<file path="config.mk">
export PLATFORM = sky130hd
export DESIGN_NAME = fetch_queue
export DESIGN_NICKNAME = d
export VERILOG_FILES = /design/src/rtl/fetch_queue.sv
export SDC_FILE = /design/constraint.sdc
export NUM_CORES = 1
export LEC_CHECK = 0
export ABC_AREA = 1
export BUFFER_PORTS_ARGS = -buffer_cell sky130_fd_sc_hd__buf_4
export CORE_MARGIN = 2
export CORE_UTILIZATION = 45
export CTS_BUF_LIST = sky130_fd_sc_hd__clkbuf_8
export CTS_CLUSTER_DIAMETER = 60
export DETAILED_ROUTE_END_ITERATION = 8
export HOLD_SLACK_MARGIN = 0.02
export PLACE_DENSITY = 0.71
export SLEW_MARGIN = 20
export SYNTH_ARGS = -nofsm -noshare
export SYNTH_HDL_FRONTEND = slang
export SYNTH_SLANG_ARGS = --single-unit
</file>
<file path="constraint.sdc">
create_clock -name clk -period 1.45 [get_ports clk]
set_input_delay 0.29 -clock clk [delete_from_list [all_inputs] [get_ports clk]]
set_output_delay 0.29 -clock clk [all_outputs]
set_load 0.02 [all_outputs]
</file>
<file path="src/rtl/fetch_queue.sv">
// Fetch stage: owns the PC, reads instruction memory, buffers words in a DEPTH-entry prefetch FIFO for decode.
// Latency 1 cycle from fetch edge to out_*; out_ready low holds the head and stalls fetch once the FIFO is full.
// Optional HALT_DETECT_EN: opcode 7'h7F stops fetching until redirect or reset.
module fetch_queue #(
  parameter int ADDR_W   = 7,
  parameter int INSTR_W  = 15,
  parameter int DEPTH    = 2,
  parameter int RESET_PC = 0
) (
  input  logic               clk,
  input  logic               rst_n,
  input  logic               run,
  output logic [ADDR_W-1:0]  im_address,
  input  logic [INSTR_W-1:0] im_data,
  input  logic               redirect,
  input  logic [ADDR_W-1:0]  redirect_pc,
  output logic               out_valid,
  input  logic               out_ready,
  output logic [6:0]         out_opcode,
  output logic [7:0]         out_literal,
  output logic [ADDR_W-1:0]  out_pc,
  output logic               halted
);

  localparam int PTR_W = (DEPTH > 1) ? $clog2(DEPTH) : 1;
  localparam int CNT_W = $clog2(DEPTH + 1);

  logic [ADDR_W-1:0]  pc;
  logic [PTR_W-1:0]   rd_ptr, wr_ptr;
  logic [CNT_W-1:0]   count;
  logic [ADDR_W-1:0]  pc_mem   [DEPTH];
  logic [INSTR_W-1:0] word_mem [DEPTH];
  logic               push, pop;

  // Explicit wrap so non-power-of-two depths still cycle mod DEPTH.
  function automatic logic [PTR_W-1:0] next_ptr(input logic [PTR_W-1:0] p);
    return (p == PTR_W'(DEPTH - 1)) ? '0 : p + PTR_W'(1);
  endfunction

  assign im_address = pc;
  assign out_valid  = (count != '0);
  assign pop        = out_valid & out_ready;
  assign push       = run & ~redirect & ~halted & ((count < CNT_W'(DEPTH)) | pop);

  assign out_pc      = out_valid ? pc_mem[rd_ptr] : '0;
  assign out_opcode  = out_valid ? word_mem[rd_ptr][INSTR_W-1:INSTR_W-7] : '0;
  assign out_literal = out_valid ? word_mem[rd_ptr][7:0] : '0;

  always_ff @(posedge clk or negedge rst_n) begin
    if (!rst_n) begin
      pc     <= ADDR_W'(RESET_PC);
      rd_ptr <= '0;
      wr_ptr <= '0;
      count  <= '0;
      for (int i = 0; i < DEPTH; i++) begin
        pc_mem[i]   <= '0;
        word_mem[i] <= '0;
      end
    end else if (redirect) begin
      // A same-cycle pop counts as accepted; everything else is discarded.
      pc     <= redirect_pc;
      rd_ptr <= '0;
      wr_ptr <= '0;
      count  <= '0;
    end else begin
      if (push) begin
        pc_mem[wr_ptr]   <= pc;
        word_mem[wr_ptr] <= im_data;
        wr_ptr           <= next_ptr(wr_ptr);
        pc               <= pc + ADDR_W'(1);
      end
      if (pop) rd_ptr <= next_ptr(rd_ptr);
      case ({push, pop})
        2'b10:   count <= count + CNT_W'(1);
        2'b01:   count <= count - CNT_W'(1);
        default: count <= count;
      endcase
    end
  end

`ifdef HALT_DETECT_EN
  always_ff @(posedge clk or negedge rst_n) begin
    if (!rst_n)
      halted <= 1'b0;
    else if (redirect)
      halted <= 1'b0;
    else if (push && (im_data[INSTR_W-1:INSTR_W-7] == 7'h7F))
      halted <= 1'b1;
  end
`else
  assign halted = 1'b0;
`endif

endmodule

</file>
; Word level (Yosys, flattened, before mapping)
; Cells that the tools add are included.
[classes]
n_eq_ne = 2
n_reduce_logical = 6
order_cmp = 4
n_mux = 25
addsub = 5
n_bitwise = 7
[ops]
columns = operator, count
row1 = $mux W15, 4
row2 = $mux W7, 8
row3 = $bwmux W30, 1
row4 = $demux W15 S1, 1
row5 = $bwmux W14, 1
row6 = $mux W8, 1
row7 = $add A7 B1 Y7 const B, 1
row8 = $demux W7 S1, 1
row9 = $mux W1, 6
row10 = $reduce_bool A2 Y1, 3
row11 = $ge A2 B2 Y1 const B, 2
row12 = $not A1 Y2, 2
row13 = $pmux W2 S2, 1
row14 = $and A1 B1 Y1, 3
row15 = $reduce_bool A3 Y1, 1
row16 = $add A1 B1 Y1 const B, 2
row17 = $add A2 B1 Y2 const B, 1
row18 = $eq A2 B1 Y1 const B, 1
row19 = $eq A2 B2 Y1 const B, 1
row20 = $lt A2 B1 Y1 const B, 1
row21 = $lt A2 B2 Y1 const B, 1
row22 = $mux W2, 1
row23 = $reduce_and A2 Y1, 1
row24 = $sub A2 B1 Y2 const B, 1
row25 = 3 further kinds, 3
[totals]
output_inout_bits = 31
reg_bits = 55
inputBits = 27

; Depth between registers and ports, before layout
; Gate-level depths: netlist of run 1.
[logic_depth]
depth_word = 7
depth_mapped = 8
mapped_depth_nobuf = 7

; Least setup slack after synthesis of run 1
; OpenSTA, ideal clock, no wires.
[synth_timing]
kind = register -> output
from = register count[1]
to = output port out_literal[0]
stages_incl_launch_ff = 6
arrival_time_ns = 1.255
setup_slack_ns = -0.095
required_ns = 1.160
cell_sequence = dfrtp_1 inv_2 nand2_1 buf_2 o21ai_0 a21oi_1
[synth_between]
elab_chain_len = 2
[synth_lines]
columns = element, line_no
row1 = from (decl), 30  ; logic [CNT_W-1:0] count;
row2 = from (signal assigned), 74  ; 2'b10: count <= count + CNT_W'(1);
row3 = from (signal assigned), 75  ; 2'b01: count <= count - CNT_W'(1);
row4 = from (signal assigned), 76  ; default: count <= count;
row5 = $reduce_bool A2 Y1, 41  ; assign out_valid = (count != '0);
row6 = named net out_valid, 17  ; output logic out_valid,
row7 = $mux W8, 47  ; assign out_literal = out_valid ? word_mem[rd_ptr][7:0] : '0;
row8 = to (decl), 20  ; output logic [7:0] out_literal,
; The timed path passes the listed nets, and every way through them passes these cells.

; Final worst setup path of run 1
[layout_timing]
from = register rd_ptr
to = output port out_literal[2]
[layout_between]
elab_chain_len = 5
[layout_lines]
columns = element, line_no
row1 = from (decl), 29  ; logic [PTR_W-1:0] rd_ptr, wr_ptr;
row2 = from (signal assigned), 72  ; if (pop) rd_ptr <= next_ptr(rd_ptr);
row3 = $not A1 Y2 (implied by the code), 47
row4 = $mux W15 (implied by the code) (3 in a row), 47
row5 = $mux W8, 47
; No other way between the ends. The select of a mux whose other input is x is not followed.

==> results of run 1 <==
-- power by group through the flow --
stage	logic, W	registers (W)	clock network (W)
final	0.00332	0.00240	0.00106
after global routing	0.00359	0.00246	0.00113
after CTS	0.00267	0.00233	0.00107
after detailed placement	0.00248	0.00235	0
after global placement	0.00244	0.00233	0
after floorplan	0.00155	0.00233	0
-- state kept, by name (all words and copies together), names as in the netlist --
register	cells
rd_ptr	1
word_mem	30
wr_ptr	1
im_address	7
pc_mem	14
count	2
-- layer usage --
metal | part of all wire (%) | track usage, % | up-vias
met5 | 0 | 0 | -
met2 | 51 | 33.4 | 94
met4 | 2.0 | 6.44 | 0
met3 | 5.0 | 3.56 | 14
met1 | 42 | 26.3 | 1219
li1 | - | - | 1205
-- worst reg2reg max path, cell delays in order, from the launching register on --
cell and delay (ns):
dfrtp_1 0.41, inv_2 0.11, nand2_8 0.09, clkbuf_16 0.17, buf_4 0.14, buf_4 0.14
nand2_2 0.08, nand2_2 0.07, nand3_2 0.08, nand3_1 0.07, nand2_1 0.06
-- through the flow --
| stage | setup WS [ns] | power [W] | setup TNS (ns) |
|---|---|---|---|
| 5_1_grt | -0.274 | 0.00719 | -5.56 |
| 4_1_cts | -0.215 | 0.00608 | -4.37 |
| 6_report | -0.224 | 0.00679 | -4.35 |
| 3_3_place_gp | 0.0968 | 0.00476 | 0 |
| 2_1_floorplan | -0.00166 | 0.00389 | -0.00166 |
| 3_5_place_dp | 0.0229 | 0.00484 | 0 |
-- final timing paths --
kind	start	endpoint	cells past startpoint
max in group asynchronous	rst_n	rd_ptr$_DFFE_PN0P_	3
min reg2reg	word_mem[21]$_DFFE_PN0P_	word_mem[21]$_DFFE_PN0P_	2
min in group asynchronous	rst_n	word_mem[9]$_DFFE_PN0P_	2
max	rd_ptr$_DFFE_PN0P_	out_literal[2]	5
max reg2reg	count[0]$_DFFE_PN0P_	count[1]$_DFFE_PN0P_	10
min	im_data[11]	word_mem[26]$_DFFE_PN0P_	3
-- cell families after synthesis --
group	count (synthesis)
adder cells (fa/ha/maj)	1
AND/OR/NAND/NOR	130
XOR/XNOR	2
other	1
buffers and inverters	55
AO/OA/AOI/OAI	83
flip-flops	55
-- cells in the final DEF, fill, tap and decap left out, types with 4 or more instances in the layout --
cell type  netlist  routed
a21oi_2          0      22
buf_12           1       4
buf_4            3      63
buf_6            6      15
clkbuf_8         0       6
dfrtp_1         55      54
inv_1           34      32
nand2_1        106     103
nand2_2          2       4
nand3_1          8       7
nor2_1           5       5
nor2_4           4       4
o211ai_1         4       4
o21ai_0         50      29
o21ai_1          3       4
o21ai_2          2      21
-- area by class of cell --
cell class              instances  area [um^2]  area share [%]
clock buffers                   6         82.6            2.17
well taps                      75         93.8            2.46
repair buffers                 89          865            22.7
inverters                      37          144            3.78
clock inverters                 2         35.0           0.919
flip-flops and latches         55         1380            36.1
multi-input cells             217         1210            31.8
-- what timing repair did --
action                                 4_1_cts  5_1_grt
resized for setup                           12       64
buffers inserted                             2       10
hold buffers                                 1        0
pin swaps                                    1        3
gates cloned                                 1        4
setup endpoints to repair                   23       42
endpoints found under the hold margin       20        0
-- synthesized netlist by cell type --
master / count
nand3_2: 1
o211ai_1: 4
o21ai_2: 2
buf_12: 1
buf_6: 6
o21ai_1: 3
inv_2: 3
o21ai_0: 50
conb_1: 1
nand2_1: 106
nand2_4: 1
nand3_1: 8
nand4_1: 3
buf_2: 3
nor2_4: 4
buf_4: 3
dfrtp_1: 55
a21oi_1: 23
clkbuf_1: 5
xnor2_1: 1
inv_1: 34
nand2_2: 2
nor2_1: 5
xor2_1: 1
ha_1: 1
a31oi_1: 1
==> summary.txt, run 1 <==
Setup path
  – Critical Path Start Type: register
  – Crit path DAT: roughly 1.4 ns
  – WP buf/inv: 3
  – Worst-path cell chain: buf_4, inv_4, o21ai_2, a21oi_2, buf_6
  – CP max-delay cell: dfrtp_2
  – Critical Path RT: 1.16 ns
  – Critical path type: register to output pin
  – R2R Setup Slk: -0.02 ns
  – Top delay family on crit path: flip-flops
  – Worst path max stage delay: just under 0.5 ns
  – Nature of the critical path endpoint: output pin
  – Max FO, Critical Path: 4

Yosys
  – Largest cells by area after synthesis: dfrtp_1, nand2_1, o21ai_0, inv_1, a21oi_1
  – FF+latch count, synth: 55
  – Adder-Cell Fraction of Synth Area: less than 1%
  – Netlist cell types: 26
  – Area share of and/or/nand/nor cells after synthesis: 20.7%
  – Synth Area in Compound Gates: 16.2%
  – Post-synthesis mux area share: 0%
  – Post-synthesis xor/xnor area fraction: less than 1%
  – Post-synthesis net count: between 300 and 400
  – Area leader, netlist: dfrtp_1
  – Seq/Total Area, Yosys: roughly 50%
  – Syn Inst Count: ~330
  – Largest family of logic cells by synthesized area: simple AND/OR/NAND/NOR gates
  – Mapped cell area: between 2000 and 3000 um^2
  – Share of the synthesized area in the top cell type: 51.3%
  – Synth warnings: 0
  – Syn Area/Cell: just over 8 um^2

Clocking
  – TritonCTS clock tree: built
  – Clock Tree Buf Depth: 2
  – Cts bufs inserted: 5
  – Worst-path clk slew: roughly 0.10 ns
  – CTS H-tree lvls: 2
  – Later-pin clock latency in the skew report: ~0.30 ns
  – Sink Count: 55
  – Root Driver: clkbuf_8

Power and ir drop
  – Flop pwr share: about 35%
  – Switch share: between 30% and 40%
  – Combinational share of power: roughly half
  – Total net switching power: 0.00263 W
  – Max VDD drop: about 0.83 mV
  – Int Power: about 0.0042 W
  – Clock Power Share: 15.6%
  – LEAKAGE: approximately 1.8 nW
  – Power per Cell Area: approximately 1800 nW/um^2

Timing
  – Final min period: ~1.7 ns
  – Final Setup Violations: 25
  – Final Slew Violations: 0
  – Clock Skews: about 0.0074 ns
  – RSZ-0062 raised after global routing: yes
  – Fin Hold WS: roughly 0.19 ns
  – Fin. Hold Viols: 0
  – Max Freq: between 500 and 600 MHz
  – Period utilization: 115%
  – Final worst slack: -0.224 ns

Routing
  – Iteration-0 DRC count of the detailed router: 175
  – DRT antenna net count: 0
  – Wirelength per Cell: about 15 um
  – DRT Pass-1 Iters: 6
  – Vias post-DR: approximately 2,500
  – Vias/cell: approximately 5.3
  – # DRC: 0
  – Routed WL: between 6000 and 7000 um

Layout
  – Nets: around 430
  – Share of cells above drive strength 1: approximately two fifths
  – Finished Core Util: 65.1%
  – Non-filler cells, final: about 480
  – Ant. Diodes: 0
  – Cell area after layout: between 3000 and 4000 um^2
  – Layout area overhead: 42.1%
  – Layout fillers: around 460

Floorplan
  – Starting Density: 45.8%
  – Total die area: approximately 6600 um^2
  – Die Height: slightly above 80 um
  – IO Pins: 58
  – Row count: 28
  – Core Region: between 5000 and 6000 um^2
  – Die X: about 81 um

Global routing
  – Total grt overflow: 0
  – All-Layer GR Usage: between 10% and 20%
  – Vias in the first global route: between 2,000 and 2,500
  – Largest net degree at the start of global routing: 42
  – Initial antenna violation count: 0
  – Wire length of the first global-routing pass: 10,100 um

Place
  – GPL Wtd Cong: between 0.8 and 0.9
  – I/O Buffers: 56
  – DP Area: roughly 3300 um^2
  – DPL Wire Length: 4210 um
  – Dpl cells: ~460

Worst hold path
  – HP Class: input pin to register

Outcome
  – Outcome: finished, violations left
  – Violated checks: negative setup slack

Flow run
  – # Max-Cap Violations: 0
Note: power is estimated with default switching activity, not from simulation.
==> run 2, diff against run 1 <==
--- a/config.mk
+++ b/config.mk
@@ -5,7 +5,7 @@
 export SDC_FILE = /design/constraint.sdc
 export NUM_CORES = 1
 export LEC_CHECK = 0
-export ABC_AREA = 1
+export ABC_AREA = 0
 export BUFFER_PORTS_ARGS = -buffer_cell sky130_fd_sc_hd__buf_4
 export CORE_MARGIN = 2
 export CORE_UTILIZATION = 45
==> summary.txt, run 2 <==
Outcome
  – Outcome: finished, violations left (unchanged)
  – Violated checks: negative setup slack (unchanged)

Layout
  – Ant. Diodes: 0 (unchanged)
  – Layout area overhead: 44.5% (was 42.1%)
  – Share of cells above drive strength 1: 55.4% (was 38.9%)
  – Finished Core Util: 68.1% (was 65.1%)
  – Nets: 323 (was 433)
  – Biggest register: word_mem (unchanged)
  – Cell area after layout: 3800 um^2 (was 3810 um^2)
  – Largest register FFs: 30 (unchanged)
  – Most frequent cells in the layout: buf_4, dfrtp_1, mux2_4, mux2_2, nor2_1 (was nand2_1, buf_4, dfrtp_1, inv_1, o21ai_0)
  – Most common cell after layout, fill and taps aside: buf_4 (was nand2_1)

Global routing
  – Largest net degree at the start of global routing: 38 (was 42)
  – Vias in the first global route: 1,943 (was 2,162)
  – Total grt overflow: 0 (unchanged)
  – Wire length of the first global-routing pass: 9860 um (was 10,100 um)
  – Initial antenna violation count: 0 (unchanged)
  – All-Layer GR Usage: 20.4% (was 20.0%)

Power and ir drop
  – Combinational share of power: 33.3% (was 49.0%)
  – Total net switching power: 0.00141 W (was 0.00263 W)
  – LEAKAGE: 1.81 nW (was 1.84 nW)
  – Max VDD drop: 0.814 mV (was 0.826 mV)
  – Flop pwr share: 48.0% (was 35.4%)
  – Power, Total: 0.00456 W (was 0.00679 W)
  – Power per Cell Area: 1200 nW/um^2 (was 1780 nW/um^2)
  – Int Power: 0.00315 W (was 0.00416 W)
  – Clock Power Share: 18.7% (was 15.6%)
  – Switch share: 30.9% (was 38.7%)

Timing
  – Final min period: 1.72 ns (was 1.67 ns)
  – Final Slew Violations: 0 (unchanged)
  – Period utilization: 118% (was 115%)
  – Setup TNS: -9.55 ns (was -4.35 ns)
  – Fin. Hold Viols: 0 (unchanged)
  – Max Freq: 582 MHz (was 597 MHz)
  – Final Setup Violations: 68 (was 25)
  – Rel. slew slack: 60.3%
  – Actual slew at the worst max-slew pin: between 0.5 and 0.6 ns
  – RSZ-0062 raised after global routing: yes (unchanged)
  – Clock Skews: 0.00918 ns (was 0.00744 ns)
  – Final worst slack: -0.268 ns (was -0.224 ns)

Place
  – DP Area: 3220 um^2 (was 3290 um^2)
  – GPL Wtd Cong: 0.693 (was 0.844)
  – DPL Wire Length: 3520 um (was 4210 um)
  – Pre-CTS setup slack: -0.0809 ns (was 0.0229 ns)
  – I/O Buffers: 56 (unchanged)

Yosys
  – Dominant synthesized flop cell: dfrtp_1 (unchanged)
  – Largest cells by area after synthesis: dfrtp_1, mux2_2, mux2i_1, nor2_1, xor2_1 (was dfrtp_1, nand2_1, o21ai_0, inv_1, a21oi_1)
  – Number of enable flip-flop cells after synthesis: 0 (unchanged)
  – Area leader, netlist: dfrtp_1 (unchanged)
  – Share of the synthesized area in the top cell type: 52.4% (was 51.3%)
  – Syn Area/Cell: 12.5 um^2 (was 8.20 um^2)
  – Most frequent cells after synthesis: dfrtp_1, mux2_2, nor2_1, mux2i_1 (was nand2_1, dfrtp_1, o21ai_0, inv_1, a21oi_1)
  – Seq/Total Area, Yosys: 52.4% (was 51.3%)
  – Ys async rst share: 100% (unchanged)
  – Netlist cell types: 32 (was 26)
  – Syn Inst Count: 211 (was 327)
  – FF+latch count, synth: 55 (unchanged)
  – Post-synthesis net count: 239 (was 355)
  – Synth warnings: 0 (unchanged)
  – Most numerous cell in the Yosys netlist: dfrtp_1 (was nand2_1)
  – Mapped cell area: 2630 um^2 (was 2680 um^2)

Clocking
  – Worst-path clk slew: 0.10 ns (about the same)
  – Cts bufs inserted: 5 (unchanged)
  – Clock Tree Buf Depth: 2 (unchanged)
  – TritonCTS clock tree: built (unchanged)
  – CTS H-tree lvls: 2 (unchanged)
  – Later-pin clock latency in the skew report: 0.30 ns (about the same)
  – Root Driver: clkbuf_8 (unchanged)
  – Sink Count: 55 (unchanged)

Routing
  – Iteration-0 DRC count of the detailed router: 103 (was 175)
  – Vias/cell: 5.27 (was 5.26)
  – Vias post-DR: 1,940 (was 2,532)
  – # DRC: 0 (unchanged)
  – Routed WL: 6800 um (was 6980 um)
  – DRT Pass-1 Iters: 4 (was 6)
  – Wirelength per Cell: 18.5 um (was 14.5 um)
  – DRT antenna net count: 0 (unchanged)

Setup path
  – Nature of the critical path endpoint: output pin (unchanged)
  – Critical path type: register to output pin (unchanged)
  – Critical Path Start Type: register (unchanged)
  – Critical Path Source: rd_ptr$_DFFE_PN0P_ (unchanged)
  – Critical Path RT: 1.16 ns (about the same)
  – Crit path DAT: 1.43 ns (was 1.38 ns)
  – R2R depth: 4 (was 10)
  – R2R Setup Slk: -0.19 ns (was -0.02 ns)
  – Reg-to-Reg Start: wr_ptr$_DFFE_PN0P_ (was count[0]$_DFFE_PN0P_)
  – Max FO, Critical Path: 9 (was 4)
  – R2r endpoint: pc_mem[11]$_DFFE_PN0P_ (was count[1]$_DFFE_PN0P_)

Floorplan
  – IO Pins: 58 (unchanged)
  – Row count: 27 (was 28)
  – Core Region: 5570 um^2 (was 5850 um^2)
  – Starting Density: 47.1% (was 45.8%)
  – Die Height: 80.4 um (was 81.2 um)
  – Die X: 80.4 um (was 81.2 um)
  – Total die area: 6470 um^2 (was 6590 um^2)

Worst hold path
  – Hold path start: redirect_pc[0] (was im_data[11])
  – HP Class: input pin to register (unchanged)
  – Hold Crit Endpoint: im_address[0]$_DFFE_PN0P_ (was word_mem[26]$_DFFE_PN0P_)
  – Worst hold path stage count: 3 (unchanged)

Flow run
  – # Max-Cap Violations: 0 (unchanged)
-- run 2: cell types whose count changed after synthesis, sizes merged, moves of 6 or more --
cell	delta
inv	-36
mux2i	+23
o21ai	-46
nor2	+17
a21oi	-21
mux2	+44
nand2	-99
xor2	+6
-- run 2: final cells by class --
type | instances | area (um^2)
clock buffer | 5 | 68.8
clock inverter | 3 | 21.3
fill | 421 | 1780
inverter | 1 | 6.26
multi-input combinational | 145 | 1380
sequential | 55 | 1380
tap | 72 | 90.1
timing repair buffer | 87 | 853
-- run 2: stage by stage --
stage,cells,hold WS [ns]
2_1_floorplan,211,-0.00559
3_3_place_gp,339,0.184
3_5_place_dp,339,0.183
4_1_cts,362,0.182
5_1_grt,368,0.195
6_report,368,0.192
-- run 2: layer usage --
layer  vias up  wire length (um)  global-route usage [%]
met2        36              3540                    35.3
met5         -                 0                       0
met3         8               191                    3.71
met4         0               113                    6.27
met1       987              2950                    26.0
li1        909                 -                       -
-- run 2: power groups by stage --
stage | registers [W] | clock network, W | logic [W]
floorplan | 0.00214 | 0 | 0.000768
global placement | 0.00214 | 0 | 0.00119
detailed placement | 0.00216 | 0 | 0.00122
CTS | 0.00214 | 0.000873 | 0.00144
global route | 0.00223 | 0.000947 | 0.00163
finish | 0.00219 | 0.000855 | 0.00152
-- run 2: how the worst max path moves through the flow --
stage | endpoint | slack, ns | cells past startpoint
2_1_floorplan | out_literal[2] | -0.03 | 4
3_3_place_gp | word_mem[4]$_DFFE_PN0P_ | -0.05 | 4
3_5_place_dp | word_mem[4]$_DFFE_PN0P_ | -0.08 | 4
4_1_cts | out_literal[1] | -0.23 | 4
5_1_grt | out_pc[5] | -0.30 | 4
6_report | out_pc[5] | -0.27 | 4
-- run 2: repair_timing --
action	4_1_cts	5_1_grt
setup buffers	9	3
hold endpoints to repair	18	0
endpoints found under the setup margin	67	69
resized for setup	37	25
cloned	5	4
pin swaps	2	4
hold buffers	1	0
-- run 2: kinds of logic after synthesis --
group / count (synthesis) / synth area share [%]
muxes: 67 / 27.6
buffers and inverters: 14 / 3.38
adders and majority gates: 1 / 0.476
xor gates and xnor gates: 7 / 2.33
DFF: 55 / 52.4
and+or+nand+nor: 54 / 11.3
other: 1 / 0.143
AOI/OAI and AO/OA: 12 / 2.33
-- run 2: critical path, cell delays in order (launching register included) --
cell,delay [ns]
dfrtp_2,0.48
buf_12,0.17
mux2i_1,0.12
nor2_1,0.17
buf_4,0.18
==> run 3, diff against run 2 <==
--- a/config.mk
+++ b/config.mk
@@ -9,7 +9,7 @@
 export BUFFER_PORTS_ARGS = -buffer_cell sky130_fd_sc_hd__buf_4
 export CORE_MARGIN = 2
 export CORE_UTILIZATION = 45
-export CTS_BUF_LIST = sky130_fd_sc_hd__clkbuf_8
+export CTS_BUF_LIST = sky130_fd_sc_hd__clkbuf_16
 export CTS_CLUSTER_DIAMETER = 60
 export DETAILED_ROUTE_END_ITERATION = 8
 export HOLD_SLACK_MARGIN = 0.02
==> summary.txt, run 3 (same netlist as run 2, synthesis figures left out) <==
Outcome
  – Outcome: finished, violations left (unchanged)
  – Violated checks: negative setup slack (unchanged)

Clocking
  – Sink Count: 55 (unchanged)
  – Root Driver: clkbuf_16 (was clkbuf_8)
  – Worst-path clk slew: 0.07 ns (was 0.10 ns)
  – TritonCTS clock tree: built (unchanged)
  – Later-pin clock latency in the skew report: 0.29 ns (was 0.30 ns)
  – Cts bufs inserted: 5 (unchanged)
  – CTS H-tree lvls: 2 (unchanged)
  – Clock Tree Buf Depth: 2 (unchanged)

Timing
  – Max Freq: 604 MHz (was 582 MHz)
  – Period utilization: 114% (was 118%)
  – Final min period: 1.66 ns (was 1.72 ns)
  – Fin. Hold Viols: 0 (unchanged)
  – Final worst slack: -0.207 ns (was -0.268 ns)
  – Clock Skews: 0.00248 ns (was 0.00918 ns)
  – RSZ-0062 raised after global routing: yes (unchanged)
  – Final Slew Violations: 0 (unchanged)
  – Final Setup Violations: 40 (was 68)

Floorplan
  – Die X: 80.4 um (unchanged)
  – IO Pins: 58 (unchanged)
  – Core Region: 5570 um^2 (unchanged)
  – Total die area: 6470 um^2 (unchanged)
  – Row count: 27 (unchanged)
  – Die Height: 80.4 um (unchanged)
  – Starting Density: 47.1% (unchanged)

Place
  – I/O Buffers: 56 (unchanged)
  – DPL Wire Length: 3520 um (unchanged)
  – Dpl cells: 339 (unchanged)
  – GPL Wtd Cong: 0.693 (unchanged)

Routing
  – Iteration-0 DRC count of the detailed router: 78 (was 103)
  – Met3 routed WL: 251 um (was 191 um)
  – Vias post-DR: 1,917 (was 1,940)
  – DRT Pass-1 Iters: 4 (unchanged)
  – Met2 wire length: 3280 um (was 3540 um)
  – Vias/cell: 5.31 (was 5.27)
  – # DRC: 0 (unchanged)
  – Highest routed metal layer: met4 (unchanged)
  – DRT antenna net count: 0 (unchanged)
  – Wirelength per Cell: 17.5 um (was 18.5 um)
  – Post-Route M1 WL: 2740 um (was 2950 um)
  – Routed WL: 6320 um (was 6800 um)

Setup path
  – Critical path type: register to output pin (unchanged)
  – Critical Path RT: 1.16 ns (about the same)
  – Max FO, Critical Path: 17 (was 9)
  – Critical Path Start Type: register (unchanged)
  – Crit path DAT: 1.37 ns (was 1.43 ns)
  – Nature of the critical path endpoint: output pin (unchanged)

Global routing
  – Total grt overflow: 0 (unchanged)
  – All-Layer GR Usage: 19.9% (was 20.4%)
  – Wire length of the first global-routing pass: 9730 um (was 9860 um)
  – Largest net degree at the start of global routing: 38 (unchanged)
  – Vias in the first global route: 1,886 (was 1,943)
  – Initial antenna violation count: 0 (unchanged)

Layout
  – Most frequent cells in the layout: buf_4, dfrtp_1, mux2_4, mux2i_1, mux2_2 (was buf_4, dfrtp_1, mux2_4, mux2_2, nor2_1)
  – Ant. Diodes: 0 (unchanged)
  – Most common cell after layout, fill and taps aside: buf_4 (unchanged)
  – Layout fillers: 421 (unchanged)
  – Biggest register: word_mem (unchanged)
  – Share of cells above drive strength 1: 53.3% (was 55.4%)
  – Layout area overhead: 43.0% (was 44.5%)
  – Largest register FFs: 30 (unchanged)
  – Area occupied by multi-input gates: 1370 um^2 (was 1380 um^2)
  – Nets: 316 (was 323)
  – Non-filler cells, final: 361 (was 368)
  – Sequential cell area: 1380 um^2 (about the same)

Power and ir drop
  – Max VDD drop: 0.752 mV (was 0.814 mV)
  – Power, Total: 0.00484 W (was 0.00456 W)
  – LEAKAGE: 1.79 nW (was 1.81 nW)
  – Power per Cell Area: 1290 nW/um^2 (was 1200 nW/um^2)

Flow run
  – # Max-Cap Violations: 0 (unchanged)

Worst hold path
  – HP Class: input pin to register (unchanged)
## run 3: changes by cell type in the layout (fill, tap and decap cells not counted), moves of 2 or more
cell,delta
buf_4,-5
buf_8,-2
clkbuf_16,+4
clkbuf_8,-5
mux2_2,-2
nor2_1,-2
nor2_2,+2
o21ai_0,+4
o21ai_1,-4
## run 3: report_power, final
part	internal (W)	switching, W	total [W]	leakage (nW)
Clock	0.000641	0.000534	0.00117	0.0752
Combinational	0.000852	0.000621	0.00147	1.05
Sequential	0.00193	0.000261	0.00219	0.661
## run 3: worst paths after layout
kind	start	slack, ns	cells past startpoint	to
setup / recovery	rd_ptr$_DFFE_PN0P_	-0.21	4	out_pc[3]
hold / removal	redirect_pc[0]	0.21	3	im_address[0]$_DFFE_PN0P_
setup reg to reg	count[1]$_DFFE_PN0P_	-0.04	6	pc_mem[11]$_DFFE_PN0P_
hold reg to reg	word_mem[4]$_DFFE_PN0P_	0.50	1	word_mem[4]$_DFFE_PN0P_
max in group asynchronous	rst_n	0.55	3	count[1]$_DFFE_PN0P_
min in group asynchronous	rst_n	0.41	2	pc_mem[2]$_DFFE_PN0P_
## run 3: what timing repair did
action,4_1_cts,5_1_grt
pin swaps,3,3
hold buffers,1,0
setup buffers,6,2
endpoints found under the hold margin,18,0
gates cloned,4,4
endpoints found under the setup margin,67,69
gates resized for setup,31,23
## run 3: critical path, cell delays in order (launching register included)
cell and delay (ns):
dfrtp_1 0.40, buf_12 0.19, mux2i_1 0.26, nor2_1 0.06
buf_4 0.15
## run 3: routing by layer
layer	vias to the layer above	track usage, %
li1	901	-
met3	6	4.04
met5	-	0
met4	0	4.41
met1	971	26.3
met2	39	33.8
## run 3: area by class of cell
cell class | instances | share of cell area, %
inverters | 1 | 0.0999
clock inverters | 3 | 0.566
clock buffers | 5 | 3.33
well taps | 72 | 2.40
multi-input cells | 145 | 36.5
flip-flops and latches | 55 | 36.8
repair buffers | 80 | 20.3
## run 3: metrics by stage
stage	utilization (%)	instance area, um^2	hold WS (ns)	setup WS (ns)	setup TNS, ns
final	67.4	3760	0.207	-0.207	-4.16
after global routing	67.4	3760	0.224	-0.254	-6.93
after CTS	65.1	3630	0.205	-0.207	-7.51
after detailed placement	57.7	3220	0.183	-0.0809	-1.11
after global placement	57.7	3220	0.184	-0.0517	-0.335
after floorplan	-	2640	-0.00559	-0.0323	-0.547
